==> src/rtl/iir1_multich.sv <==
// iir1_multich: first-order IIR y = b*x + a*y_prev, time-shared over CH channels with runtime coefficients.
// Define IIR1_MULTICH_SAT_EN to saturate out_data to Y_W bits; otherwise out_data wraps (state always wraps at ACC_W).
module iir1_multich #(
    parameter  int CH      = 4,
    parameter  int X_W     = 8,
    parameter  int COEF_W  = 16,
    parameter  int ACC_W   = 24,
    parameter  int Y_W     = 18,
    parameter  int MUL_LAT = 2,
    parameter  int A_INIT  = 0,
    parameter  int B_INIT  = 0,
    localparam int CW      = (CH > 1) ? $clog2(CH) : 1
) (
    input  logic              clk,
    input  logic              rst_n,
    input  logic              in_valid,
    input  logic [CW-1:0]     in_ch,
    input  logic [X_W-1:0]    in_data,
    output logic              in_ready,
    input  logic              coef_we,
    input  logic [COEF_W-1:0] coef_a_in,
    input  logic [COEF_W-1:0] coef_b_in,
    output logic              coef_busy,
    input  logic              clr,
    output logic              out_valid,
    output logic [CW-1:0]     out_ch,
    output logic [Y_W-1:0]    out_data
);
    localparam int LAST = MUL_LAT - 1;

`ifdef IIR1_MULTICH_SAT_EN
    localparam logic signed [ACC_W-1:0] Y_MAX = ACC_W'((32'sd1 <<< (Y_W - 1)) - 32'sd1);
    localparam logic signed [ACC_W-1:0] Y_MIN = ~Y_MAX;

    function automatic logic [Y_W-1:0] sat_y(input logic signed [ACC_W-1:0] v);
        logic [Y_W-1:0] r;
        if (v > Y_MAX) begin
            r = Y_MAX[Y_W-1:0];
        end else if (v < Y_MIN) begin
            r = Y_MIN[Y_W-1:0];
        end else begin
            r = v[Y_W-1:0];
        end
        return r;
    endfunction
`endif

    logic signed [COEF_W-1:0] a_act_r, b_act_r, a_pend_r, b_pend_r;
    logic                     coef_busy_r;
    logic signed [ACC_W-1:0]  state_r [CH];

    logic [MUL_LAT-1:0]       stg_vld_r;
    logic [CW-1:0]            stg_ch_r [MUL_LAT];
    logic signed [ACC_W-1:0]  stg_pa_r [MUL_LAT];
    logic signed [ACC_W-1:0]  stg_pb_r [MUL_LAT];

    logic                     out_valid_r;
    logic [CW-1:0]            out_ch_r;
    logic [Y_W-1:0]           out_data_r;

    logic                     hazard_s, inflight_s, in_ready_s, accept_s, fire_s;
    logic signed [ACC_W-1:0]  x_ext_s, a_ext_s, b_ext_s, s_cur_s, s_new_s;
    logic [Y_W-1:0]           y_s;

    // Same-channel hazard: a sample of in_ch sits in a multiplier stage and has not yet written its state
    always_comb begin
        hazard_s = 1'b0;
        for (int i = 0; i < MUL_LAT; i++) begin
            hazard_s = hazard_s | (stg_vld_r[i] & (stg_ch_r[i] == in_ch));
        end
    end

    // Handshake and operand preparation; all arithmetic is done modulo 2^ACC_W, which is exact for the recursion
    always_comb begin
        inflight_s = |stg_vld_r;
        in_ready_s = ({1'b0, in_ch} < (CW + 1)'(CH)) & ~coef_busy_r & ~clr & ~hazard_s;
        accept_s   = in_valid & in_ready_s;
        x_ext_s    = ACC_W'($signed(in_data));
        a_ext_s    = ACC_W'(a_act_r);
        b_ext_s    = ACC_W'(b_act_r);
        s_cur_s    = state_r[in_ch];
        fire_s     = stg_vld_r[LAST] & ~clr;
        s_new_s    = stg_pa_r[LAST] + stg_pb_r[LAST];
    end

    // Output value selection: saturating or wrapping view of the new state
    always_comb begin
`ifdef IIR1_MULTICH_SAT_EN
        y_s = sat_y(s_new_s);
`else
        y_s = s_new_s[Y_W-1:0];
`endif
    end

    // Multiplier pipeline: products formed at accept, then delayed to the final add stage
    always_ff @(posedge clk or negedge rst_n) begin
        if (!rst_n) begin
            stg_vld_r <= '0;
            for (int i = 0; i < MUL_LAT; i++) begin
                stg_ch_r[i] <= '0;
                stg_pa_r[i] <= '0;
                stg_pb_r[i] <= '0;
            end
        end else begin
            stg_vld_r[0] <= accept_s;
            stg_ch_r[0]  <= in_ch;
            stg_pa_r[0]  <= a_ext_s * s_cur_s;
            stg_pb_r[0]  <= b_ext_s * x_ext_s;
            for (int i = 1; i < MUL_LAT; i++) begin
                stg_vld_r[i] <= stg_vld_r[i-1] & ~clr;
                stg_ch_r[i]  <= stg_ch_r[i-1];
                stg_pa_r[i]  <= stg_pa_r[i-1];
                stg_pb_r[i]  <= stg_pb_r[i-1];
            end
        end
    end

    // Per-channel state memory; clr wipes it and blocks the write of any sample finishing this cycle
    always_ff @(posedge clk or negedge rst_n) begin
        if (!rst_n) begin
            for (int i = 0; i < CH; i++) begin
                state_r[i] <= '0;
            end
        end else if (clr) begin
            for (int i = 0; i < CH; i++) begin
                state_r[i] <= '0;
            end
        end else if (fire_s) begin
            state_r[stg_ch_r[LAST]] <= s_new_s;
        end
    end

    // Registered result strobe; outputs return to zero when no result is produced
    always_ff @(posedge clk or negedge rst_n) begin
        if (!rst_n) begin
            out_valid_r <= 1'b0;
            out_ch_r    <= '0;
            out_data_r  <= '0;
        end else if (fire_s) begin
            out_valid_r <= 1'b1;
            out_ch_r    <= stg_ch_r[LAST];
            out_data_r  <= y_s;
        end else begin
            out_valid_r <= 1'b0;
            out_ch_r    <= '0;
            out_data_r  <= '0;
        end
    end

    // Coefficient staging: a new request overwrites the pending pair; it goes live once no sample is in flight
    always_ff @(posedge clk or negedge rst_n) begin
        if (!rst_n) begin
            a_act_r     <= COEF_W'(A_INIT);
            b_act_r     <= COEF_W'(B_INIT);
            a_pend_r    <= '0;
            b_pend_r    <= '0;
            coef_busy_r <= 1'b0;
        end else if (coef_we) begin
            a_pend_r    <= coef_a_in;
            b_pend_r    <= coef_b_in;
            coef_busy_r <= 1'b1;
        end else if (coef_busy_r && !inflight_s) begin
            a_act_r     <= a_pend_r;
            b_act_r     <= b_pend_r;
            coef_busy_r <= 1'b0;
        end
    end

    assign in_ready  = in_ready_s;
    assign coef_busy = coef_busy_r;
    assign out_valid = out_valid_r;
    assign out_ch    = out_ch_r;
    assign out_data  = out_data_r;

endmodule
==> config.mk <==
export PLATFORM = sky130hd
export DESIGN_NAME = iir1_multich
export DESIGN_NICKNAME = d
export VERILOG_FILES = /design/src/rtl/iir1_multich.sv
export SDC_FILE = /design/constraint.sdc
export NUM_CORES = 1
export LEC_CHECK = 0
export ABC_CLOCK_PERIOD_IN_PS = 7080
export BUFFER_PORTS_ARGS = -buffer_cell sky130_fd_sc_hd__buf_2
export CAP_MARGIN = 20
export CORE_ASPECT_RATIO = 0.9
export CORE_UTILIZATION = 35
export DETAILED_ROUTE_END_ITERATION = 8
export PLACE_DENSITY = 0.58
export SLEW_MARGIN = 20
export SYNTH_ARGS = -nofsm -noshare
export SYNTH_HDL_FRONTEND = slang
export SYNTH_SLANG_ARGS = --single-unit
export TNS_END_PERCENT = 30
==> constraint.sdc <==
create_clock -name clk -period 7.08 [get_ports clk]
set_input_delay 1.416 -clock clk [delete_from_list [all_inputs] [get_ports clk]]
set_output_delay 1.416 -clock clk [all_outputs]
set_load 0.03 [all_outputs]
==> flow_summary_export.csv <==
group,metric,value,unit
synthesis,synth.top_cell.area_share,0.3400,
timing,whs,0.3450,ns
synthesis,synth.top_cells.by_count,"256 x inv_1, 236 x dfrtp_1, 182 x fa_1",
setup_path,cp.required,7.53,ns
pwr,finalPower,6.392,mW
placed_design,routabilityCongestion,0.8669,
timing,grt_setup_unrepaired,"false",
synthesis,synth-seq-cells,236,
routing,wl,39530,µm
clock_network,path_clk_slew,0.06,ns
hold_path,hold_path.class,"register to register",
setup_path,path_cells,"buf_2 -> buf_12 -> mux4_2 -> and2_1 -> fa_1 -> inv_1 -> fa_1 -> inv_1 -> ha_1 -> inv_1 -> fa_1 -> inv_1 -> fa_1 -> inv_1 -> fa_1 -> inv_1 -> ha_1 -> nor4_1 -> o21ai_0 -> and3_1 -> o21a_1 -> nand2b_1 -> a21oi_1 -> xnor2_1",
setup_path,critPathArrivalTime,7.07,ns
timing,max_freq,151.1,MHz
synthesis,synth_async_sr_flop_share,1.000,
synthesis,synth.avg_cell_area,10.80,µm²
finish,final_util,0.3981,
setup_path,ff2ff_setup_slack,1.29,ns
placed_design,hpwl,30210,µm
hold_path,hp-start,"stg_pb_r[36]",
timing,tightest_slew,1.029,ns
timing,setup_violations,0,
finish,area_delta_synth_final,12.39,%
synthesis,synth_fp_nets,1956,
placed_design,portBuffers,69,
hold_path,holdPathEnd,"stg_pb_r[12]",
global_route,overflow,0,
synthesis,yosysMostFrequentCell,"inv_1",
clock_network,clock-sinks,236,
synthesis,synth_area_leader_cell,"dfrtp_1",
setup_path,cpMostUsedCell,"inv_1",
setup_path,r2r_cells,23,
synthesis,syn_inst,1608,
clock_network,htreeDepth,1,
timing,fin_tns_setup,0,ns
timing,finalCriticalPeriod,6.618,ns
floorplan,io_pins,70,
pwr,leakage,9.422,nW
routing,drtAntennaViolNets,0,
pwr,ir_drop,368.3,µV
job,drv_cap,0,
routing,vias,11424,
clock_network,cts_root_buf,"clkbuf_16",
synthesis,synthesis.area,17370,µm²
floorplan,die_w,236.8,µm
routing,viasPerCell,4.888,
setup_path,cp_max_fo,10,
timing,fin_crit_sh,0.9347,
routing,drc,2,
finish,drive_gt1_frac,0.1390,
global_route,grt_max_degree,156,
clock_network,numCtsBuffers,26,
setup_path,start_kind,"input port",
clock_network,hold_buffers,0,
timing,drv_slew,0,
setup_path,r2r-start,"state_r[52]",
routing,dr.first_iter.drc_count,713,
hold_path,hold_depth,0,
floorplan,fp-row-count,77,
synthesis,ys_types,53,
floorplan,start_util,0.3542,
synthesis,synthFlopType,"dfrtp_1",
setup_path,critical_path_class,"input port to register",
timing,hold_viol,0,
global_route,grt_usage,0.1668,
placed_design,pre_cts_slack,-0.04406,ns
global_route,grt_pass1_wl,66930,µm
global_route,grt_pass1_vias,12319,
setup_path,cp_slowest_cell,"mux4_2",
outcome,status,"complete, but fails checks",
clock_network,cts_setup_buffers,0,
synthesis,synth.top_cells.by_area,"dfrtp_1 34%, fa_1 21%, ha_1 8.6%",
routing,firstDrtPassIters,8,
clock_network,clock_path_buffers,3,
setup_path,rr_endpoint,"stg_pa_r[39]",
timing,fin_skew,0.03061,ns
floorplan,dieArea,50530,µm²
synthesis,yosysSeqAreaShare,0.3400,
finish,nets,2035,
setup_path,slowest_delay,0.67,ns
clock_network,tritoncts,"yes",
timing,finalWorstSetupSlack,0.4620,ns
outcome,violations,"DRC",
global_route,grt_antenna_before_repair,0,
clock_network,cts_resized,0,
pwr,p_per_area,327.4,nW/µm²
clock_network,clk_latency,0.56,ns
synthesis,synth_edf_count,0,
synthesis,ys_warn_count,0,
floorplan,fp.coreArea,49040,µm²
setup_path,cp-end-kind,"register",
routing,wl_per_cell,16.91,µm
finish,diodes,0,
floorplan,die_y,213.4,µm
timing,slew_headroom,0.3090,
==> cell families after synthesis <==
| logic type | share of synthesized area |
|---|---|
| XOR/XNOR | 0.03983 |
| adder cells (fa/ha/maj) | 0.2954 |
| multiplexers | 0.06497 |
| buffers and inverters | 0.06907 |
| flip-flops | 0.3400 |
| AO/OA/AOI/OAI | 0.06914 |
| AND/OR/NAND/NOR | 0.1216 |
==> final cells by class <==
class | count | area [µm²]
inverter | 257 | 964.7
timing repair buffer | 109 | 730.7
clock buffer | 37 | 742.0
tap | 632 | 790.8
sequential | 236 | 5906
fill | 4728 | 29510
clock inverter | 9 | 92.59
multi-input combinational | 1057 | 10300
==> per-stage QoR <==
| stage | instances | cell area (µm²) |
|---|---|---|
| floorplan | 1608 | 17370 |
| global placement | 2291 | 18680 |
| detailed placement | 2291 | 18680 |
| CTS | 2337 | 19520 |
| global route | 2337 | 19520 |
| finish | 2337 | 19520 |
==> worst max path at each step <==
stage                     startpoint      endpoint  slack, ns  cells after the start
after floorplan             in_ch[0]  stg_pa_r[40]       0.23                     20
final                       in_ch[0]  stg_pa_r[39]       0.46                     24
after detailed placement    in_ch[0]  stg_pa_r[41]      -0.04                     20
after global routing        in_ch[0]  stg_pa_r[39]       0.22                     20
after CTS                   in_ch[0]  stg_pa_r[39]       0.47                     20
after global placement      in_ch[0]  stg_pa_r[39]      -0.03                     24
==> state kept, by name, indices dropped and copies added, names as in the netlist <==
register,cells
out_data,18
a_pend_r,16
a_act_r,16
coef_busy,1
stg_pb_r,36
stg_pa_r,36
state_r,72
stg_vld_r,2
stg_ch_r,4
out_ch,2
b_pend_r,16
b_act_r,16
out_valid,1
==> worst max-delay path: cells and delay by family <==
family / cells / cell delay (ns)
adders and majority gates: 7 / 2.71
and+or+nand+nor: 4 / 0.87
buffers and inverters: 8 / 0.73
muxes: 1 / 0.67
AOI/OAI and AO/OA: 3 / 0.52
xor gates and xnor gates: 1 / 0.14
==> per-layer routing <==
metal,vias up,wire length (µm),track usage,part of all wire
met1,5875,18380,0.2272,0.47
met2,230,18550,0.2807,0.47
met4,0,1010,0.04456,0.026
met5,-,0,0,0
met3,60,1588,0.02227,0.040
li1,5259,-,-,-
==> cells in the final DEF (no fill, tap or decap), types with 4 or more instances in the layout <==
cell	instances
a211o_1	4
a21o_1	11
a21oi_1	24
a21oi_2	4
a22o_1	44
a31oi_1	4
a32o_1	8
and2_1	156
buf_12	6
buf_2	68
buf_4	34
clkbuf_1	6
clkbuf_16	26
clkbuf_8	5
dfrtp_1	236
fa_1	182
ha_1	119
inv_1	256
mux2_2	63
mux4_2	17
nand2_1	165
nand2b_1	14
nand3_1	5
nor2_1	57
nor2b_1	6
nor3_1	6
o21a_1	16
o21ai_0	31
o21bai_1	6
xnor2_1	64
xor2_1	15
==> power breakdown <==
part           leakage, nW  internal, mW  switching (mW)
logic                 5.98          1.45            1.82
clock network        0.401         0.765           0.556
registers             3.05          1.60           0.202
Power figures use the tool's default switching activity.
